<file path="src/rtl/led_pkg.sv">
// -----------------------------------------------------------------------------
// led_pkg
// Shared definitions for the LED matrix scroller.
//   MATRIX_DIM       : rows and columns of the physical LED matrix
//   DEFAULT_BUF_COLS : default depth of the scroller column buffer
//   scroll_state_t   : scroller control states
//   column_t         : one matrix column, bit k = row k
// -----------------------------------------------------------------------------
package led_pkg;

    localparam int unsigned MATRIX_DIM       = 8;
    localparam int unsigned DEFAULT_BUF_COLS = 16;

    typedef enum logic [1:0] {
        ST_IDLE = 2'd0,
        ST_SHOW = 2'd1,
        ST_HOLD = 2'd2
    } scroll_state_t;

    typedef logic [MATRIX_DIM-1:0] column_t;

endpackage

</file>
<file path="src/rtl/step_timer.sv">
// -----------------------------------------------------------------------------
// step_timer
// Scroll-step prescaler. Counts 0..STEP_DIV-1 while enabled and flags the
// terminal count so the scroller advances one column per STEP_DIV clocks.
// Ports:
//   clk    : clock, rising edge
//   rst    : synchronous active-high reset
//   enable : count while high
//   clear  : force the count back to zero (wins over enable)
//   tc     : high for the cycle in which the count sits at STEP_DIV-1
// -----------------------------------------------------------------------------
module step_timer #(
    parameter int unsigned STEP_DIV = 12_500_000
) (
    input  logic clk,
    input  logic rst,
    input  logic enable,
    input  logic clear,
    output logic tc
);

    localparam int unsigned        CNT_W = (STEP_DIV > 2) ? $clog2(STEP_DIV) : 1;
    localparam logic [CNT_W-1:0]   LAST  = CNT_W'(STEP_DIV - 1);

    logic [CNT_W-1:0] count;

    assign tc = enable && (count == LAST);

    // NOTE: state registers use non-blocking assignments so every flop samples
    // the pre-edge values of the others, independent of block ordering.
    always_ff @(posedge clk) begin
        if (rst || clear) begin
            count <= '0;
        end else if (enable) begin
            count <= tc ? '0 : count + CNT_W'(1);
        end
    end

endmodule

</file>
<file path="src/rtl/matrix_scroller.sv">
// -----------------------------------------------------------------------------
// matrix_scroller
// Column buffer plus scroll engine for an 8x8 red/green LED matrix. Columns
// are loaded while idle, then an 8-column window slides across the buffer
// one column per STEP_DIV clocks, either once (ending in a frozen frame) or
// wrapping forever.
// Ports:
//   clk, rst            : clock and synchronous active-high reset
//   wr_valid / wr_ready : column write handshake (accepted only while idle)
//   wr_col_r, wr_col_g  : red / green column, bit k = row k
//   start, loop         : begin display; loop sampled with start
//   stop                : return to idle, buffer kept
//   clr                 : empty the buffer (idle only)
//   busy                : showing or holding a frame
//   frame_done          : one-cycle pulse when a one-shot pass ends
//   matrix_r, matrix_g  : frame for the matrix driver, byte r = row r,
//                         window column 0 in the MSB of each row byte
// -----------------------------------------------------------------------------
module matrix_scroller
    import led_pkg::*;
#(
    parameter int unsigned STEP_DIV = 12_500_000,
    parameter int unsigned BUF_COLS = DEFAULT_BUF_COLS
) (
    input  logic                             clk,
    input  logic                             rst,
    input  logic                             wr_valid,
    output logic                             wr_ready,
    input  logic [MATRIX_DIM-1:0]            wr_col_r,
    input  logic [MATRIX_DIM-1:0]            wr_col_g,
    input  logic                             start,
    input  logic                             loop,
    input  logic                             stop,
    input  logic                             clr,
    output logic                             busy,
    output logic                             frame_done,
    output logic [MATRIX_DIM*MATRIX_DIM-1:0] matrix_r,
    output logic [MATRIX_DIM*MATRIX_DIM-1:0] matrix_g
);

    localparam int unsigned      LEN_W    = $clog2(BUF_COLS + 1);
    localparam int unsigned      OFS_W    = $clog2(BUF_COLS);
    localparam int unsigned      SUM_W    = $clog2(BUF_COLS + MATRIX_DIM);
    localparam logic [LEN_W-1:0] LEN_FULL = LEN_W'(BUF_COLS);
    localparam logic [LEN_W-1:0] LEN_WIN  = LEN_W'(MATRIX_DIM);

    scroll_state_t    state, next_state;
    logic [LEN_W-1:0] len, len_base, len_next;
    logic [OFS_W-1:0] offset;
    logic             loop_q;
    logic             wr_fire;
    logic             step;
    logic             show_start, step_advance, step_wrap, enter_hold;

    column_t buf_r [BUF_COLS];
    column_t buf_g [BUF_COLS];
    column_t win_r [MATRIX_DIM];
    column_t win_g [MATRIX_DIM];

    logic [MATRIX_DIM*MATRIX_DIM-1:0] frame_r, frame_g;

    assign wr_ready = (state == ST_IDLE) && (len < LEN_FULL);
    assign wr_fire  = wr_valid && wr_ready;

    step_timer #(
        .STEP_DIV (STEP_DIV)
    ) u_step_timer (
        .clk    (clk),
        .rst    (rst),
        .enable (state == ST_SHOW),
        .clear  (state != ST_SHOW),
        .tc     (step)
    );

    always_ff @(posedge clk) begin
        if (rst) begin
            state <= ST_IDLE;
        end else begin
            state <= next_state;
        end
    end

    always_comb begin
        // NOTE: every signal driven here gets a default first, so no path
        // through the case can leave one unassigned and infer a latch.
        next_state   = state;
        show_start   = 1'b0;
        step_advance = 1'b0;
        step_wrap    = 1'b0;
        enter_hold   = 1'b0;
        // A same-cycle clear empties the buffer before a write lands, so the
        // write becomes column 0; start then sees the resulting length.
        len_base     = clr ? '0 : len;
        len_next     = wr_fire ? len_base + LEN_W'(1) : len_base;

        unique case (state)
            ST_IDLE: begin
                if (start && (len_next != '0)) begin
                    next_state = ST_SHOW;
                    show_start = 1'b1;
                end
            end
            ST_SHOW: begin
                if (stop) begin
                    next_state = ST_IDLE;
                end else if (step && (len > LEN_WIN)) begin
                    // One-shot ends once the last column is already in view.
                    if (!loop_q && (LEN_W'(offset) == len - LEN_WIN)) begin
                        next_state = ST_HOLD;
                        enter_hold = 1'b1;
                    end else begin
                        step_advance = 1'b1;
                        step_wrap    = (LEN_W'(offset) == len - LEN_W'(1));
                    end
                end
            end
            ST_HOLD: begin
                if (stop) begin
                    next_state = ST_IDLE;
                end else if (start) begin
                    next_state = ST_SHOW;
                    show_start = 1'b1;
                end
            end
            default: next_state = ST_IDLE;
        endcase
    end

    // NOTE: the column store is deliberately left out of reset; len alone
    // decides which entries are meaningful, so stale contents are harmless.
    always_ff @(posedge clk) begin
        if (wr_fire) begin
            buf_r[OFS_W'(len_base)] <= wr_col_r;
            buf_g[OFS_W'(len_base)] <= wr_col_g;
        end
    end

    // Window column c reads buffer entry (offset + c) mod len; past the end
    // of the buffer it is blank unless the pass wraps.
    logic [SUM_W-1:0] len_div;
    assign len_div = (len == '0) ? SUM_W'(1) : SUM_W'(len);

    for (genvar c = 0; c < MATRIX_DIM; c++) begin : g_win
        logic [SUM_W-1:0] sum, wrapped;
        logic [OFS_W-1:0] rd_idx;
        logic             visible;

        assign sum     = SUM_W'(offset) + SUM_W'(c);
        assign wrapped = sum % len_div;
        assign rd_idx  = OFS_W'(wrapped);
        assign visible = (len != '0) && ((sum < SUM_W'(len)) || loop_q);
        assign win_r[c] = visible ? buf_r[rd_idx] : '0;
        assign win_g[c] = visible ? buf_g[rd_idx] : '0;
    end

    for (genvar r = 0; r < MATRIX_DIM; r++) begin : g_row
        for (genvar c = 0; c < MATRIX_DIM; c++) begin : g_col
            assign frame_r[MATRIX_DIM*r + (MATRIX_DIM-1-c)] = win_r[c][r];
            assign frame_g[MATRIX_DIM*r + (MATRIX_DIM-1-c)] = win_g[c][r];
        end
    end

    always_ff @(posedge clk) begin
        if (rst) begin
            len        <= '0;
            offset     <= '0;
            loop_q     <= 1'b0;
            busy       <= 1'b0;
            frame_done <= 1'b0;
            matrix_r   <= '0;
            matrix_g   <= '0;
        end else begin
            busy       <= (next_state != ST_IDLE);
            frame_done <= enter_hold;

            if (state == ST_IDLE) begin
                len <= len_next;
            end

            if (show_start) begin
                offset <= '0;
                loop_q <= loop;
            end else if (step_advance) begin
                offset <= step_wrap ? '0 : offset + OFS_W'(1);
            end

            matrix_r <= (state == ST_IDLE) ? '0 : frame_r;
            matrix_g <= (state == ST_IDLE) ? '0 : frame_g;
        end
    end

endmodule

</file>
<file path="config.mk">
export PLATFORM = sky130hd
export DESIGN_NAME = matrix_scroller
export DESIGN_NICKNAME = d
export VERILOG_FILES = /design/src/rtl/led_pkg.sv /design/src/rtl/step_timer.sv /design/src/rtl/matrix_scroller.sv
export SDC_FILE = /design/constraint.sdc
export NUM_CORES = 2
export LEC_CHECK = 0
export ABC_CLOCK_PERIOD_IN_PS = 13200
export CAP_MARGIN = 20
export CORE_MARGIN = 8
export CORE_UTILIZATION = 55
export DETAILED_ROUTE_END_ITERATION = 10
export DONT_BUFFER_PORTS = 1
export MAX_ROUTING_LAYER = met4
export PLACE_DENSITY = 0.7
export SYNTH_ARGS = -nofsm -noshare
export SYNTH_HDL_FRONTEND = slang
export SYNTH_SLANG_ARGS = --single-unit
</file>
<file path="constraint.sdc">
create_clock -name clk -period 13.2 [get_ports clk]
set_input_delay 2.64 -clock clk [delete_from_list [all_inputs] [get_ports clk]]
set_output_delay 2.64 -clock clk [all_outputs]
set_load 0.02 [all_outputs]
</file>
---- Word level (Yosys, flattened, before mapping) ----
Memory sizes are Yosys's and may differ from the RTL's. A register that Yosys moved wholly into a read port is not among the register bits.
Index checks and enable logic that the tools add are counted.
storage, ports and cells
  register bits ........................... 38
  memory bits (writable) .................. 256
  input bits .............................. 23
  output and inout bits ................... 131
  memories kept ........................... 2
memory list
  name   depth  width  read ports  clocked after memory_dff  wr ports  RTL line               text
  buf_g  16     8      8           8                         1         matrix_scroller.sv:56  column_t buf_g [BUF_COLS];
  buf_r  16     8      8           8                         1         matrix_scroller.sv:55  column_t buf_r [BUF_COLS];
cells by class
  add/subtract/negate cells ............... 12
  div/mod/pow operators ................... 8
  $lt $le $gt $ge ......................... 10
  equal/unequal tests ..................... 6
  multiplexer cells ....................... 27
  bitwise operators ....................... 10
  reductions and logical operators ........ 39
operator list
  operator                                                                         count
  5-bit < comparator                                                               7
  5-bit by 5-bit modulo with 5-bit output                                          7
  24-bit by 1-bit adder with 24-bit output, second input constant                  1
  24-bit equality test, second input constant                                      1
  24-bit 2-to-1 mux                                                                1
  3-bit OR reduction                                                               8
  4-bit by 3-bit adder with 5-bit output, second input constant                    4
  5-bit 2-to-1 mux                                                                 3
  1-bit logical AND                                                                14
  1-bit 2-to-1 mux                                                                 14
  2-bit 2-to-1 mux                                                                 6
  4-bit by 2-bit adder with 5-bit output, second input constant                    2
  4-bit by 5-bit equality test with 1-bit output                                   2
  1-bit NOT                                                                        10
  5-bit nonzero test                                                               2
  1-bit logical OR                                                                 9
  2-bit one-hot mux with 3 select lines                                            1
  4-bit by 1-bit adder with 5-bit output, second input constant                    1
  5-bit by 1-bit adder with 5-bit output, second input constant                    1
  5-bit by 4-bit greater-than comparator with 1-bit output, second input constant  1
  5-bit logical NOT                                                                1
  4-bit by 5-bit < comparator with 1-bit output                                    1
  5-bit < comparator, second input constant                                        1
  4-bit by 5-bit modulo with 5-bit output                                          1
  13 further kinds                                                                 13

---- Logic depth before layout (Yosys ltp) ----
  word-level depth ........................ 9
  mapped depth ............................ 40
  gate-level depth less buffers ........... 34

---- Modules after synthesis ----
A second synthesis with hierarchy kept.
second synthesis, totals
  cell total of the unflattened synthesis .. 3785
  area, all modules ....................... 39212.6 sq um
modules (own cells, without submodules)
  module           times used  cells an instance  area an instance (sq um)
  matrix_scroller  1           3649               38026.5
  step_timer       1           136                1186.1

---- Worst setup path after synthesis ----
OpenSTA, ideal clock, no wires.
  kind .................................... register -> register
  start point ............................. reg len[0]
  end point ............................... reg matrix_g[24], read port of buf_g
  library setup time ...................... 132 ps
  arrival ................................. 8372 ps
  slack ................................... 4696 ps
  stages on the path, launching flop included .. 38
  buffers on the path ..................... 4
  cells stage by stage .................... dfxtp_1 -> clkinv_1 -> ha_1 -> or4b_1 -> buf_2 -> nand2_2 -> buf_2 -> inv_1 -> ha_1 -> a21oi_1 -> ha_1 -> or4b_2 -> a21oi_1 -> nor2_1 -> ha_1 -> and3_1 -> a31oi_1 -> a21oi_1 -> (+2 left out) -> ha_1 -> o21ai_0 -> a31o_2 -> a21oi_2 -> nand2_1 -> o31ai_1 -> ha_1 -> a21o_1 -> a31oi_1 -> o21ai_1 -> nand2_1 -> a21boi_0 -> buf_2 -> buf_2 -> mux4_2 -> mux2_2 -> nand2_1 -> o21ai_0
between the ends
  longest elaborated chain between the ends .. 5
  elaborated cells on any way between the ends .. 9
  classes of those cells .................. div: 1; order compare: 1; mux: 1; bitwise: 1; reduce/logical: 5
ends and longest elaborated chain
  item                                                                                             RTL line                text
  start, declared                                                                                  matrix_scroller.sv:48   logic [LEN_W-1:0] len, len_base, len_next;
  start signal, assigned                                                                           matrix_scroller.sv:177  len <= len_next;
  parallel branches: the longest is 5 deep, another holds 5-bit by 5-bit modulo with 5-bit output  --
  end, declared                                                                                    matrix_scroller.sv:38   output logic [MATRIX_DIM*MATRIX_DIM-1:0] matrix_g
Parallel ways; which one is timed is not known.
A chain may end at the register's enable or synchronous reset.

---- Worst setup path after layout ----
  start point ............................. reg len[0]
  end point ............................... reg matrix_g[8], read port of buf_g
The elaborated chain is that of the path after synthesis.

==> reports/qor.txt <==
Outcome: completed
Sequential fraction of the synthesis area: 28.4%
DRT iter0 DRCs: 3634
PortBufs: 0
Synth top area cells: mux2i_1 39%, edfxtp_1 20%, dfxtp_1 8.6%
Final setup viols: 0
Die W: 282 um
Synth Flop Type: edfxtp_1
CTS H-tree lvls: 2
Wire per inst: 31.3 um
Number of hold buffers added after cts: 0
Minimum clock period: 11.66 ns
Area of the die: 79300 um2
TritonCTS clock tree: yes
Share of cells above drive strength 1: 9.87%
Syn. warnings: 0
Sink Count: 422
RSZ-0062 raised after global routing: false
Total global routing track utilization: 35.1%
Hold EP: u_step_timer.count[0]
Row count: 97
Worst skew pair latency: 0.65 ns
CTS max path bufs: 3
DRC violations left: 0
Crit-path slowest cell: o211a_2
GP Congestion: 0.934
Power Internal: 6.80 mW
Initial DRT Pass Iterations: 5
Setup_tns: 0 ns
R2r setup slk: 1.54 ns
Worst Max-Slew Pin Slew: 1.17 ns
Leakage power: 18.1 nW
Total CTS buffers: 51
Critical Path RT: 13.75 ns
Largest net degree at the start of global routing: 129
Final hold vios: 0
Crit-path max FO: 48
CP Data Arrival Time: 12.20 ns
Core area: 69900 um2
Peak supply drop: 0.615 mV
Crit-path max cell delay: 1.03 ns
Worst R2R Path Depth: 34
FF+latch count, synth: 422
Min-delay src: u_step_timer.count[0]
DP HPWL: 87600 um
Sequential share of power: 10.9%
Comb pwr share: 77.8%
Crit path kind: register to register
Maximum clock frequency: 85.8 MHz
Synth top area share: 38.5%
Worst Clk Skew: 0.0445 ns
CTS clk-pin slew, worst paths: 0.06 ns
WHS Path Cells: 1
Nets@finish: 3719
Post-synth ARST share: 0%
Pre-CTS WS: 1.78 ns
WL final: 141000 um
Initial antenna violation count: 5
CP Launch Type: register
P per Cell Area: 318 nW/um2
Io pins: 154
Vias: 31700
CP endpoint kind: register
Worst Setup Slack, final: 1.54 ns
Syn Std Cell Area: 38800 um2
Leading area contributor after synthesis: mux2i_1
Switching power: 6.29 mW
Maximum capacitance violations: 0
Clk root buf: clkbuf_16
Switching Share: 48.0%
GRT Residual Overflow: 0
Starting Density: 55.5%
Post-cts gate resize count: 0
FF-to-FF Start: len[0]
Postcts setup bufs: 0
Cells after Synth: 3771
Clock power frac: 11.3%
Post-DRT Antenna Nets: 0
Vias/cell: 7.01
Layout area overhead: 6.02%
Post-synth EDFFs: 256
FF-to-FF End: matrix_g[8]
Fin util: 58.9%
First-pass GRT wire length: 203000 um
Fin. max-slew vios: 0
Hold Slack: 0.470 ns
Worst min-delay path class: register to register
Most frequent CP cell: ha_1
Max_slew headroom: 21.5%
Post-synthesis area per instance: 10.3 um2
Syn Nets: 3956
Fillers: 5975
Vias in the first global route: 30000
Die Span Y: 282 um
Synth unique cells: 87
Final Cycle Share: 88.3%
## layout by cell type, fill, tap and decap left out, drive strengths merged, types with 58 or more instances in the layout
cell / Yosys / layout
a21oi: 112 / 112
buf: 187 / 66
clkbuf: 169 / 65
dfxtp: 166 / 166
edfxtp: 256 / 256
ha: 154 / 154
inv: 111 / 123
mux2: 66 / 66
mux2i: 1494 / 1494
nand2: 94 / 94
nor2: 126 / 126
o21ai: 79 / 79
o22ai: 81 / 81
xnor2: 58 / 58
## state kept, by name (all words and copies together), names as in the netlist
register,count
buf_g,128
matrix_r,64
buf_r,128
matrix_g,64
busy,1
state,2
offset,4
loop_q,1
frame_done,1
len,5
u_step_timer.count,24
## per-stage QoR
| stage | total power [mW] | cells | cell area, um2 |
|---|---|---|---|
| after floorplan | 9.46 | 3771 | 38800 |
| after global placement | 11.2 | 4419 | 39300 |
| after detailed placement | 11.4 | 4420 | 39300 |
| after CTS | 12.9 | 4516 | 41100 |
| after global routing | 13.5 | 4520 | 41100 |
| final | 13.1 | 4522 | 41100 |
## routing by layer
layer  part of all wire, %  global-route usage [%]
met5                     0                       -
met4                   5.3                    16.1
met3                    13                    11.9
met2                    42                    50.1
met1                    40                    44.7
## layout make-up
| class | count | area (um2) | share of cell area, % |
|---|---|---|---|
| Antenna cell | 5 | 12.5 | 0.0304 |
| Clock buffer | 65 | 1440 | 3.51 |
| Clock inverter | 31 | 319 | 0.775 |
| Inverter | 112 | 420 | 1.02 |
| Multi-Input combinational cell | 2881 | 26200 | 63.6 |
| Sequential cell | 422 | 11000 | 26.8 |
| Tap cell | 940 | 1180 | 2.86 |
| Timing Repair Buffer | 66 | 611 | 1.48 |
## critical path, delay by kind of cell (launching register included)
kind / cells / cell delay (ns)
DFF: 1 / 0.71
and+or+nand+nor: 7 / 2.18
buffers and inverters: 4 / 1.70
muxes: 3 / 1.03
AOI/OAI and AO/OA: 14 / 3.87
adders and majority gates: 6 / 2.04
## synth_stat cells, types with 8 or more instances
| master | n |
|---|---|
| edfxtp_1 | 256 |
| buf_4 | 8 |
| mux2_2 | 65 |
| a21oi_1 | 110 |
| xnor2_1 | 58 |
| o31ai_1 | 14 |
| nand4_1 | 8 |
| nor3_1 | 30 |
| a211oi_1 | 50 |
| mux4_2 | 48 |
| mux2i_1 | 1494 |
| nor2b_1 | 14 |
| dfxtp_1 | 166 |
| o2bb2ai_1 | 32 |
| a21boi_0 | 11 |
| o21ai_0 | 70 |
| nand3_1 | 40 |
| buf_1 | 92 |
| inv_1 | 109 |
| o221ai_1 | 15 |
| a22oi_1 | 31 |
| and3_1 | 9 |
| o21ai_1 | 9 |
| xor2_1 | 35 |
| clkbuf_1 | 167 |
| o21a_1 | 19 |
| a31oi_1 | 26 |
| fa_1 | 8 |
| nand2_1 | 93 |
| nand2b_1 | 19 |
| or2_2 | 11 |
| nor2_1 | 126 |
| buf_2 | 80 |
| ha_1 | 154 |
| nor3b_1 | 44 |
| or3_1 | 14 |
| a21o_1 | 45 |
| o22ai_1 | 81 |
## power groups by stage
stage / clock network [mW] / logic, mW / registers (mW)
final: 1.48 / 10.2 / 1.43
after floorplan: 0 / 8.02 / 1.44
after CTS: 1.49 / 9.93 / 1.43
after detailed placement: 0 / 9.92 / 1.46
after global placement: 0 / 9.75 / 1.45
after global routing: 1.54 / 10.6 / 1.43
## cell families after synthesis
group	count (synthesis)	synth area share, %
simple gates	444	5.86
mux	1608	43.2
flops	422	28.4
other cells	1	0.00966
xor+xnor	94	2.14
compound gates	572	9.99
fa+ha+maj	162	5.38
buf+inv	468	5.01
## worst max path at each step
stage | start | endpoint | slack [ns]
final | len[0] | matrix_g[8] | 1.54
after global routing | len[0] | matrix_r[40] | 0.97
after CTS | len[0] | matrix_r[0] | 1.77
after detailed placement | len[0] | matrix_g[8] | 1.78
after global placement | len[0] | matrix_r[0] | 2.11
after floorplan | len[0] | matrix_g[24] | 4.70
(Power assumes the default switching activity.)
